### src/rtl/hazard_scoreboard_ctrl_if.sv
// Pipeline-side bundle for the hazard/stall/flush controller: ID instruction
// attributes and global events in, stage stall/flush and PC-select controls out.
interface hazard_scoreboard_ctrl_if;
   logic       exception;
   logic       mem_wait;
   logic       isbranch;
   logic       id_valid;
   logic [4:0] id_rs;
   logic [4:0] id_rt;
   logic       id_read_rs;
   logic       id_read_rt;
   logic       id_branch_reg;
   logic       id_wr_en;
   logic [4:0] id_wr_dst;
   logic       id_is_load;
   logic       id_is_md;
   logic       id_md_div;
   logic       id_uses_hilo;
   logic       id_eret;

   logic       if_stall;
   logic       id_stall;
   logic       ex_stall;
   logic       mem_stall;
   logic       if_flush;
   logic       id_flush;
   logic       ex_flush;
   logic       mem_flush;
   logic       wb_flush;
   logic [1:0] pc_src;
   logic       md_busy;
   logic       id_issue;

   modport master (
      output exception, mem_wait, isbranch, id_valid, id_rs, id_rt,
             id_read_rs, id_read_rt, id_branch_reg, id_wr_en, id_wr_dst,
             id_is_load, id_is_md, id_md_div, id_uses_hilo, id_eret,
      input  if_stall, id_stall, ex_stall, mem_stall,
             if_flush, id_flush, ex_flush, mem_flush, wb_flush,
             pc_src, md_busy, id_issue
   );

   modport slave (
      input  exception, mem_wait, isbranch, id_valid, id_rs, id_rt,
             id_read_rs, id_read_rt, id_branch_reg, id_wr_en, id_wr_dst,
             id_is_load, id_is_md, id_md_div, id_uses_hilo, id_eret,
      output if_stall, id_stall, ex_stall, mem_stall,
             if_flush, id_flush, ex_flush, mem_flush, wb_flush,
             pc_src, md_busy, id_issue
   );
endinterface

### src/rtl/hazard_scoreboard_ctrl.sv
// 5-stage MIPS hazard controller: per-GPR ready countdown scoreboard, HI/LO-only
// mult/div busy interlock, data-SRAM wait freeze and exception/eret flushing.
module hazard_scoreboard_ctrl #(
   parameter int unsigned REG_NUM    = 32,
   parameter int unsigned LOAD_LAT   = 1,
   parameter int unsigned MUL_CYCLES = 4,
   parameter int unsigned DIV_CYCLES = 33
) (
   input logic                     clk,
   input logic                     rst,
   hazard_scoreboard_ctrl_if.slave hz
);
   localparam int unsigned CW = $clog2(LOAD_LAT + 2);

   logic [CW-1:0] cnt_q [REG_NUM];
   logic [CW-1:0] cnt_d [REG_NUM];
   logic [5:0]    md_cnt_q;
   logic [5:0]    md_cnt_d;

   logic [CW-1:0] cnt_rs;
   logic [CW-1:0] cnt_rt;
   logic          rs_nz;
   logic          rt_nz;
   logic          raw_hz;
   logic          md_hz;
   logic          id_hz;
   logic          md_busy;
   logic          issue;

   assign cnt_rs = cnt_q[hz.id_rs];
   assign cnt_rt = cnt_q[hz.id_rt];
   assign rs_nz  = (hz.id_rs != '0);
   assign rt_nz  = (hz.id_rt != '0);

   // EX consumers can forward once the count is down to 1; ID-resolved branches need it at 0.
   assign raw_hz = hz.id_valid &
                   ((hz.id_read_rs & rs_nz & (cnt_rs > CW'(1))) |
                    (hz.id_read_rt & rt_nz & (cnt_rt > CW'(1))) |
                    (hz.id_branch_reg & ((rs_nz & (cnt_rs != '0)) | (rt_nz & (cnt_rt != '0)))));

   assign md_busy = ~rst & (md_cnt_q != '0);
   assign md_hz   = hz.id_valid & (hz.id_is_md | hz.id_uses_hilo) & md_busy;
   assign id_hz   = raw_hz | md_hz;
   assign issue   = hz.id_valid & ~rst & ~hz.exception & ~hz.mem_wait & ~id_hz;

   assign hz.id_issue = issue;
   assign hz.md_busy  = md_busy;

   always_comb begin
      hz.if_stall  = 1'b0;
      hz.id_stall  = 1'b0;
      hz.ex_stall  = 1'b0;
      hz.mem_stall = 1'b0;
      hz.if_flush  = 1'b0;
      hz.id_flush  = 1'b0;
      hz.ex_flush  = 1'b0;
      hz.mem_flush = 1'b0;
      hz.wb_flush  = 1'b0;
      hz.pc_src    = 2'd0;
      if (rst || hz.exception) begin
         hz.if_flush  = 1'b1;
         hz.id_flush  = 1'b1;
         hz.ex_flush  = 1'b1;
         hz.mem_flush = 1'b1;
         hz.wb_flush  = 1'b1;
         if (!rst) hz.pc_src = 2'd2;
      end else if (hz.mem_wait) begin
         hz.if_stall  = 1'b1;
         hz.id_stall  = 1'b1;
         hz.ex_stall  = 1'b1;
         hz.mem_stall = 1'b1;
      end else if (id_hz) begin
         hz.if_stall = 1'b1;
         hz.id_stall = 1'b1;
         hz.id_flush = 1'b1;
      end else if (hz.id_eret) begin
         hz.if_flush = 1'b1;
      end
      if (!rst && !hz.exception && !id_hz && hz.isbranch) hz.pc_src = 2'd1;
   end

   always_comb begin
      for (int unsigned i = 0; i < REG_NUM; i++) cnt_d[i] = cnt_q[i];
      if (hz.exception) begin
         for (int unsigned i = 0; i < REG_NUM; i++) cnt_d[i] = '0;
      end else if (!hz.mem_wait) begin
         for (int unsigned i = 1; i < REG_NUM; i++) begin
            if (cnt_q[i] != '0) cnt_d[i] = cnt_q[i] - CW'(1);
         end
         if (issue && hz.id_wr_en && (hz.id_wr_dst != '0)) begin
            cnt_d[hz.id_wr_dst] = hz.id_is_load ? CW'(LOAD_LAT + 1) : CW'(1);
         end
      end
      cnt_d[0] = '0;
   end

   // The mult/div unit keeps counting through mem_wait; only an exception aborts it.
   always_comb begin
      md_cnt_d = md_cnt_q;
      if (hz.exception) begin
         md_cnt_d = '0;
      end else if (issue && hz.id_is_md) begin
         md_cnt_d = hz.id_md_div ? 6'(DIV_CYCLES) : 6'(MUL_CYCLES);
      end else if (md_cnt_q != '0) begin
         md_cnt_d = md_cnt_q - 6'd1;
      end
   end

   always_ff @(posedge clk) begin
      if (rst) begin
         cnt_q    <= '{default: '0};
         md_cnt_q <= '0;
      end else begin
         cnt_q    <= cnt_d;
         md_cnt_q <= md_cnt_d;
      end
   end
endmodule

### src/flat_wrapper.sv
// flat-port wrapper written by rule: the top's interface ports become plain ports
module hazard_scoreboard_ctrl_flat 
#(
   parameter int unsigned REG_NUM    = 32,
   parameter int unsigned LOAD_LAT   = 1,
   parameter int unsigned MUL_CYCLES = 4,
   parameter int unsigned DIV_CYCLES = 33
)
  (clk, rst, hz_exception, hz_mem_wait, hz_isbranch, hz_id_valid, hz_id_rs, hz_id_rt, hz_id_read_rs, hz_id_read_rt, hz_id_branch_reg, hz_id_wr_en, hz_id_wr_dst, hz_id_is_load, hz_id_is_md, hz_id_md_div, hz_id_uses_hilo, hz_id_eret, hz_if_stall, hz_id_stall, hz_ex_stall, hz_mem_stall, hz_if_flush, hz_id_flush, hz_ex_flush, hz_mem_flush, hz_wb_flush, hz_pc_src, hz_md_busy, hz_id_issue);
  hazard_scoreboard_ctrl_if hz_i ();
  input logic clk;
  input logic rst;
  input wire logic [$bits(hz_i.exception)-1:0] hz_exception;
  input wire logic [$bits(hz_i.mem_wait)-1:0] hz_mem_wait;
  input wire logic [$bits(hz_i.isbranch)-1:0] hz_isbranch;
  input wire logic [$bits(hz_i.id_valid)-1:0] hz_id_valid;
  input wire logic [$bits(hz_i.id_rs)-1:0] hz_id_rs;
  input wire logic [$bits(hz_i.id_rt)-1:0] hz_id_rt;
  input wire logic [$bits(hz_i.id_read_rs)-1:0] hz_id_read_rs;
  input wire logic [$bits(hz_i.id_read_rt)-1:0] hz_id_read_rt;
  input wire logic [$bits(hz_i.id_branch_reg)-1:0] hz_id_branch_reg;
  input wire logic [$bits(hz_i.id_wr_en)-1:0] hz_id_wr_en;
  input wire logic [$bits(hz_i.id_wr_dst)-1:0] hz_id_wr_dst;
  input wire logic [$bits(hz_i.id_is_load)-1:0] hz_id_is_load;
  input wire logic [$bits(hz_i.id_is_md)-1:0] hz_id_is_md;
  input wire logic [$bits(hz_i.id_md_div)-1:0] hz_id_md_div;
  input wire logic [$bits(hz_i.id_uses_hilo)-1:0] hz_id_uses_hilo;
  input wire logic [$bits(hz_i.id_eret)-1:0] hz_id_eret;
  output wire logic [$bits(hz_i.if_stall)-1:0] hz_if_stall;
  output wire logic [$bits(hz_i.id_stall)-1:0] hz_id_stall;
  output wire logic [$bits(hz_i.ex_stall)-1:0] hz_ex_stall;
  output wire logic [$bits(hz_i.mem_stall)-1:0] hz_mem_stall;
  output wire logic [$bits(hz_i.if_flush)-1:0] hz_if_flush;
  output wire logic [$bits(hz_i.id_flush)-1:0] hz_id_flush;
  output wire logic [$bits(hz_i.ex_flush)-1:0] hz_ex_flush;
  output wire logic [$bits(hz_i.mem_flush)-1:0] hz_mem_flush;
  output wire logic [$bits(hz_i.wb_flush)-1:0] hz_wb_flush;
  output wire logic [$bits(hz_i.pc_src)-1:0] hz_pc_src;
  output wire logic [$bits(hz_i.md_busy)-1:0] hz_md_busy;
  output wire logic [$bits(hz_i.id_issue)-1:0] hz_id_issue;
  assign hz_i.exception = hz_exception;
  assign hz_i.mem_wait = hz_mem_wait;
  assign hz_i.isbranch = hz_isbranch;
  assign hz_i.id_valid = hz_id_valid;
  assign hz_i.id_rs = hz_id_rs;
  assign hz_i.id_rt = hz_id_rt;
  assign hz_i.id_read_rs = hz_id_read_rs;
  assign hz_i.id_read_rt = hz_id_read_rt;
  assign hz_i.id_branch_reg = hz_id_branch_reg;
  assign hz_i.id_wr_en = hz_id_wr_en;
  assign hz_i.id_wr_dst = hz_id_wr_dst;
  assign hz_i.id_is_load = hz_id_is_load;
  assign hz_i.id_is_md = hz_id_is_md;
  assign hz_i.id_md_div = hz_id_md_div;
  assign hz_i.id_uses_hilo = hz_id_uses_hilo;
  assign hz_i.id_eret = hz_id_eret;
  assign hz_if_stall = hz_i.if_stall;
  assign hz_id_stall = hz_i.id_stall;
  assign hz_ex_stall = hz_i.ex_stall;
  assign hz_mem_stall = hz_i.mem_stall;
  assign hz_if_flush = hz_i.if_flush;
  assign hz_id_flush = hz_i.id_flush;
  assign hz_ex_flush = hz_i.ex_flush;
  assign hz_mem_flush = hz_i.mem_flush;
  assign hz_wb_flush = hz_i.wb_flush;
  assign hz_pc_src = hz_i.pc_src;
  assign hz_md_busy = hz_i.md_busy;
  assign hz_id_issue = hz_i.id_issue;
  hazard_scoreboard_ctrl #(.REG_NUM(REG_NUM), .LOAD_LAT(LOAD_LAT), .MUL_CYCLES(MUL_CYCLES), .DIV_CYCLES(DIV_CYCLES)) u_core (.clk(clk), .rst(rst), .hz(hz_i));
endmodule
### config.mk
export PLATFORM = sky130hd
export DESIGN_NAME = hazard_scoreboard_ctrl_flat
export DESIGN_NICKNAME = d
export VERILOG_FILES = /design/src/rtl/hazard_scoreboard_ctrl_if.sv /design/src/rtl/hazard_scoreboard_ctrl.sv /design/src/flat_wrapper.sv
export SDC_FILE = /design/constraint.sdc
export NUM_CORES = 1
export LEC_CHECK = 0
export CAP_MARGIN = 20
export CELL_PAD_IN_SITES_DETAIL_PLACEMENT = 2
export CELL_PAD_IN_SITES_GLOBAL_PLACEMENT = 2
export CORE_ASPECT_RATIO = 0.9
export CORE_MARGIN = 4
export CORE_UTILIZATION = 25
export CTS_BUF_LIST = sky130_fd_sc_hd__clkbuf_8
export DETAILED_ROUTE_END_ITERATION = 8
export GPL_TIMING_DRIVEN = 0
export PLACE_DENSITY = 0.64
export SYNTH_ARGS = -nofsm -noshare
export SYNTH_HDL_FRONTEND = slang
export SYNTH_SLANG_ARGS = --single-unit
### constraint.sdc
create_clock -name clk -period 12.7 [get_ports clk]
set_input_delay 3.81 -clock clk [delete_from_list [all_inputs] [get_ports clk]]
set_output_delay 3.81 -clock clk [all_outputs]
set_load 0.005 [all_outputs]
After elaboration in Yosys (flattened, before gate mapping)
Index checks and enable logic that the tools add are counted.
W data, S select, Z words.
{"block": "word_totals", "out_inout_bits": 13, "ff_bits": 68, "elab_cells": 269}
{"block": "op_classes", "addsub": 32, "order_cmp": 6, "bitwise": 27, "muxes": 122, "reduce_logical": 50}
{"op": "$mux W2", "count": 102}
{"op": "$reduce_bool A2 Y1", "count": 34}
{"op": "$bwmux W64", "count": 1}
{"op": "$mux W62", "count": 1}
{"op": "$sub A2 B1 Y2 const B", "count": 31}
{"op": "$bmux W2 S5", "count": 2}
{"op": "$ge A6 B6 Y1 const B", "count": 3}
{"op": "$mux W6", "count": 3}
{"op": "$not A5 Y6", "count": 3}
{"op": "$and A1 B1 Y1", "count": 15}
{"op": "$reduce_bool A5 Y1", "count": 3}
{"op": "$mux W1", "count": 12}
{"op": "$demux W2 S5", "count": 1}
{"op": "$logic_and A1 B1 Y1", "count": 7}
{"op": "$lt A6 B1 Y1 const B", "count": 1}
{"op": "$reduce_bool A6 Y1", "count": 1}
{"op": "$sub A6 B1 Y6 const B", "count": 1}
{"op": "$or A1 B1 Y1", "count": 5}
{"op": "$gt A2 B1 Y1 const B", "count": 2}
{"op": "$not A1 Y1", "count": 4}
{"op": "$logic_not A1 Y1", "count": 3}
{"op": "$reduce_or A2 Y1", "count": 1}
{"op": "$logic_or A1 B1 Y1", "count": 1}

Logic depth before layout (Yosys ltp)
Gate-level depths: netlist of the first run.
{"block": "depth", "depth_word": 16, "mapped_depth": 13}

Least setup slack after synthesis of the first run
OpenSTA, ideal clock, no wires.
{"block": "synth_path", "path_kind": "in2out", "startpoint": "in hz_id_rs[0]", "endpoint": "out hz_if_stall", "arrival_time_ns": 5.965, "n_path_buf": 4, "slack_ns": 2.925, "stages": 11, "cell_sequence": "buf_2 > buf_6 > buf_2 > mux2i_1 > nor3_1 > o41ai_1 > a211oi_1 > nor4_1 > a21bo_2 > a21oi_1 > buf_4"}
{"block": "synth_via", "elab_chain_cells": 14}
{"element": "from (decl)", "line_no": "flat_wrapper.sv:17", "rtl": "input wire logic [$bits(hz_i.id_rs)-1:0] hz_id_rs;"}
{"element": "$not A5 Y6 (implied by the code)", "line_no": "hazard_scoreboard_ctrl.sv:30", "rtl": "assign cnt_rs = cnt_q[hz.id_rs];"}
{"element": "$bmux W2 S5", "line_no": "hazard_scoreboard_ctrl.sv:30"}
{"element": "$mux W2 (implied by the code) (2 in series)", "line_no": "hazard_scoreboard_ctrl.sv:30"}
{"element": "$reduce_bool A2 Y1", "line_no": "hazard_scoreboard_ctrl.sv:39", "rtl": "(hz.id_branch_reg & ((rs_nz & (cnt_rs != '0)) | (rt_nz & (cnt_rt != '0)))));"}
{"element": "$and A1 B1 Y1", "line_no": "hazard_scoreboard_ctrl.sv:39"}
{"element": "$or A1 B1 Y1", "line_no": "hazard_scoreboard_ctrl.sv:39"}
{"element": "$and A1 B1 Y1", "line_no": "hazard_scoreboard_ctrl.sv:39"}
{"element": "$or A1 B1 Y1 (*)", "line_no": "hazard_scoreboard_ctrl.sv:38", "rtl": "(hz.id_read_rt & rt_nz & (cnt_rt > CW'(1))) |"}
{"element": "$and A1 B1 Y1 (*)", "line_no": "hazard_scoreboard_ctrl.sv:36", "rtl": "assign raw_hz = hz.id_valid &"}
{"element": "$or A1 B1 Y1 (*)", "line_no": "hazard_scoreboard_ctrl.sv:43", "rtl": "assign id_hz = raw_hz | md_hz;"}
{"element": "$mux W1 (*) (3 in series)"}
{"element": "to (decl)", "line_no": "flat_wrapper.sv:29", "rtl": "output wire logic [$bits(hz_i.if_stall)-1:0] hz_if_stall;"}
Every way passes the cells marked *; elsewhere a longest branch is shown, timed or not. The select of a mux whose other input is x is not followed.

Worst setup path in the final report of the first run
{"block": "layout_path", "startpoint": "in hz_id_rs[1]", "endpoint": "out hz_id_issue"}
{"block": "layout_via", "elab_chain_cells": 13}
{"element": "$not A5 Y6 (implied by the code)", "line_no": "hazard_scoreboard_ctrl.sv:30"}
{"element": "$bmux W2 S5", "line_no": "hazard_scoreboard_ctrl.sv:30"}
{"element": "$mux W2 (implied by the code) (2 in series)", "line_no": "hazard_scoreboard_ctrl.sv:30"}
{"element": "$reduce_bool A2 Y1", "line_no": "hazard_scoreboard_ctrl.sv:39"}
{"element": "$and A1 B1 Y1", "line_no": "hazard_scoreboard_ctrl.sv:39"}
{"element": "$or A1 B1 Y1", "line_no": "hazard_scoreboard_ctrl.sv:39"}
{"element": "$and A1 B1 Y1", "line_no": "hazard_scoreboard_ctrl.sv:39"}
{"element": "$or A1 B1 Y1 (*)", "line_no": "hazard_scoreboard_ctrl.sv:38"}
{"element": "$and A1 B1 Y1 (*)", "line_no": "hazard_scoreboard_ctrl.sv:36"}
{"element": "$or A1 B1 Y1 (*)", "line_no": "hazard_scoreboard_ctrl.sv:43"}
{"element": "$not A1 Y1 (*)", "line_no": "hazard_scoreboard_ctrl.sv:44", "rtl": "assign issue = hz.id_valid & ~rst & ~hz.exception & ~hz.mem_wait & ~id_hz;"}
{"element": "$and A1 B1 Y1 (*)", "line_no": "hazard_scoreboard_ctrl.sv:44"}
{"element": "to (decl)", "line_no": "flat_wrapper.sv:40", "rtl": "output wire logic [$bits(hz_i.id_issue)-1:0] hz_id_issue;"}
Marked as above.

==> results by group, run 1 <==
Floorplan
  – Total die area: 22400 um2
  – Chip Width: around 160 um
  – Initial core utilization: 25.8%
  – Num rows: 48
  – Die height: between 100 and 150 um
  – Core area: 19400 um2
  – # IOs: 43

Clock network
  – Root buf cell: clkbuf_8
  – Hold-fix buffers at CTS: 0
  – CTS Buf Count: 9
  – Clock Path Buffers: 2
  – Setup Buffers After CTS: 0
  – Post-CTS Resized: 0
  – Worst-Skew Late Latency: 0.38 ns
  – Htree depth: 3
  – CTS tree: built
  – Clock-pin slew on the worst setup and hold paths: 0.07 ns
  – Clk sink count: a little under 70

Worst setup path
  – Crit Path Category: input port to output port
  – Crit path DAT: around 7.7 ns
  – Critical-path top delay cell: clkdlybuf4s50_1
  – Setup crit end kind: output port
  – Startpoint Class: input port
  – CP max stage delay: 0.63 ns
  – WP data required: 8.89 ns
  – Crit path cell chain: clkdlybuf4s50_1 -> buf_1 -> mux4_2 -> nand2b_1 -> a31oi_1 -> a211oi_1 -> nor4_1 -> nand2_1 -> inv_1 -> clkdlybuf4s50_1
  – Most common cell on crit path: clkdlybuf4s50_1
  – Critical path peak fanout: 10

Timing
  – Final Hold Fails: 0
  – Final min period: between 10 and 15 ns
  – Final Worst Setup Slack: about 1.2 ns
  – Least-Margin Pin Slew: 0.925 ns
  – Final Max Tran Viols: 0
  – Crit share post-route: 90.7%
  – RSZ-0062 raised after global routing: no
  – Total negative slack: 0 ns
  – Final Setup Violations: 0
  – Final hold slack: around 0.51 ns
  – Fmax: ~87 MHz
  – Worst slew margin: 38.3%
  – Clk_skew: around 0.0067 ns

Placed design
  – Post-place setup slack: 1.16 ns
  – I/O Buffers: 38
  – HPWL after DPL: 18200 um
  – Cell Area, Placed: 5710 um2
  – Routability cong.: 1.01

Yosys
  – Yosys cell types: 63
  – Post-synth ARST share: 0%
  – YS warnings: 0
  – Seq/Total Area, Yosys: between 20 and 30%
  – Synth Instances: ~600
  – Post-synth top flop: dfxtp_1
  – Average cell area after synthesis: ~8.5 um2
  – Post-synth EDFFs: 0
  – FF+latch count, synth: 68
  – Post-Syn Area: roughly 5000 um2
  – Syn Nets: 623

Finish
  – Multi-input logic area: roughly 3300 um2
  – Sequential cell area: 1360 um2
  – Fill count: 2211
  – Post-Layout Inst Area: 5900 um2
  – Syn-to-layout area delta: 17.8%
  – Layout cells sized above 1: 13.2%
  – Fin nets: 674
  – Ant diodes: 0

Power and ir drop
  – Power, Total: 659 uW
  – LEAKAGE: 0.00209 uW
  – Pwr per Cell Area: 112 nW/um2
  – Peak VDD IR: 0.0637 mV

Detailed routing
  – 1st-pass router iterations: 5
  – Via count: approximately 5.2k
  – Iter 0 DRT Violations: 349
  – Total Wirelength: 23600 um
  – Routed length per instance: 26.3 um
  – # DRC: 0
  – Antenna-violating nets left: 0
  – DR vias/cell: 5.80

Global route
  – Largest net degree at the start of global routing: 13
  – Initial antenna violation count: 0
  – First-pass GRT wire length: 35200 um
  – All-layer global routing usage: 21.1%
  – Vias in the first global route: around 5.5k
  – Congestion Overflow GR: 0

Run status
  – Status: completed

Flow run
  – # Max-Cap Violations: 0

Hold path
  – Hold Path Class: register to register
-- critical path, delay by kind of cell --
family,cells,cell delay (ns)
buffers and inverters,4,1.82
multiplexers,1,0.39
AO/OA/AOI/OAI,2,0.45
AND/OR/NAND/NOR,3,1.22
-- cell usage in the layout, fill, tap and decap left out, types with 5 or more instances in the layout --
master,n
dfxtp_1,68
nand3_1,50
nand2_1,42
clkdlybuf4s50_1,38
nor3_1,34
mux2i_1,34
clkbuf_1,33
a21oi_1,33
nor2_1,29
inv_1,19
nor2b_1,19
mux4_2,16
o21ai_0,14
nor4_1,14
nor3b_1,14
a211oi_1,12
a221o_1,11
nand4b_1,11
clkbuf_8,10
buf_2,9
nand3b_1,9
mux2_2,8
nand2b_1,8
o41ai_1,8
nor4_2,8
buf_4,7
or3_1,7
o221a_2,7
and3_1,5
-- sequential cells by signal, indices dropped and copies added (netlist names) --
register         cells
u_core.md_cnt_q      6
u_core.cnt_q        62
-- cells by family after synthesis --
logic type               count (synthesis)  share of synthesized area, %
multiplexers                            58                          15.8
flip-flops                              68                          27.2
AO/OA/AOI/OAI                          121                          17.6
adder cells (fa/ha/maj)                  2                         0.500
AND/OR/NAND/NOR                        269                          32.0
XOR/XNOR                                 4                         0.700
buffers and inverters                   69                          6.20
-- path summary, 6_finish.rpt --
path,startpoint,endpoint,slack (ns),cells after the start
setup / recovery,hz_id_rs[1],hz_id_issue,1.18,10
setup reg to reg,u_core.cnt_q[38],u_core.cnt_q[46],8.92,10
hold reg to reg,u_core.cnt_q[46],u_core.cnt_q[46],0.51,2
hold / removal,u_core.cnt_q[46],u_core.cnt_q[46],0.51,2
-- final cells by class --
class / instances / area share, %
clock buffers: 10 / 2.33
clock inverters: 5 / 0.785
plain buffers: 52 / 4.18
repair buffers: 40 / 6.72
well taps: 250 / 5.30
flip-flops and latches: 68 / 23.1
multi-input cells: 454 / 56.5
inverters: 17 / 1.08
-- power by group --
group	internal [uW]	switching (uW)	total, uW
sequential	225	11.8	237
clock	92.7	92.3	185
combinational	92.0	146	238
-- synth_stat cells, drive strengths merged (16+ instances only) --
cell	count	share of area, %
nand2	42	3.1
a21oi	33	3.3
nand3	50	5.0
nor4	26	5.4
clkbuf	33	2.5
inv	16	1.2
nor3	35	3.6
buf	19	2.4
dfxtp	68	27
mux2i	34	6.8
nor2b	19	2.4
mux4	16	7.2
nor2	29	2.2
-- routing by layer --
metal  track usage (%)  part of all wire [%]  wire length, um  vias up
met5                 0                     0                0        -
met4              4.89                   1.8              423        0
met3              5.02                   5.7             1350       31
met2              33.6                    46            10900      140
met1              29.0                    46            10900     2662
li1                  -                     -                -     2363
-- through the flow --
stage          util, %  std cells
6_report          30.4        896
5_1_grt           30.4        896
4_1_cts           30.4        895
3_5_place_dp      29.4        880
3_3_place_gp      29.4        879
2_1_floorplan        -        591
(Power assumes the default switching activity.)
==> run 2, diff against run 1 <==
--- a/config.mk
+++ b/config.mk
@@ -15,6 +15,7 @@
 export DETAILED_ROUTE_END_ITERATION = 8
 export GPL_TIMING_DRIVEN = 0
 export PLACE_DENSITY = 0.64
+export SETUP_SLACK_MARGIN = 0.1
 export SYNTH_ARGS = -nofsm -noshare
 export SYNTH_HDL_FRONTEND = slang
 export SYNTH_SLANG_ARGS = --single-unit
==> results of run 2 <==
The final DEF is identical to that of run 1; final timing and power are the same.
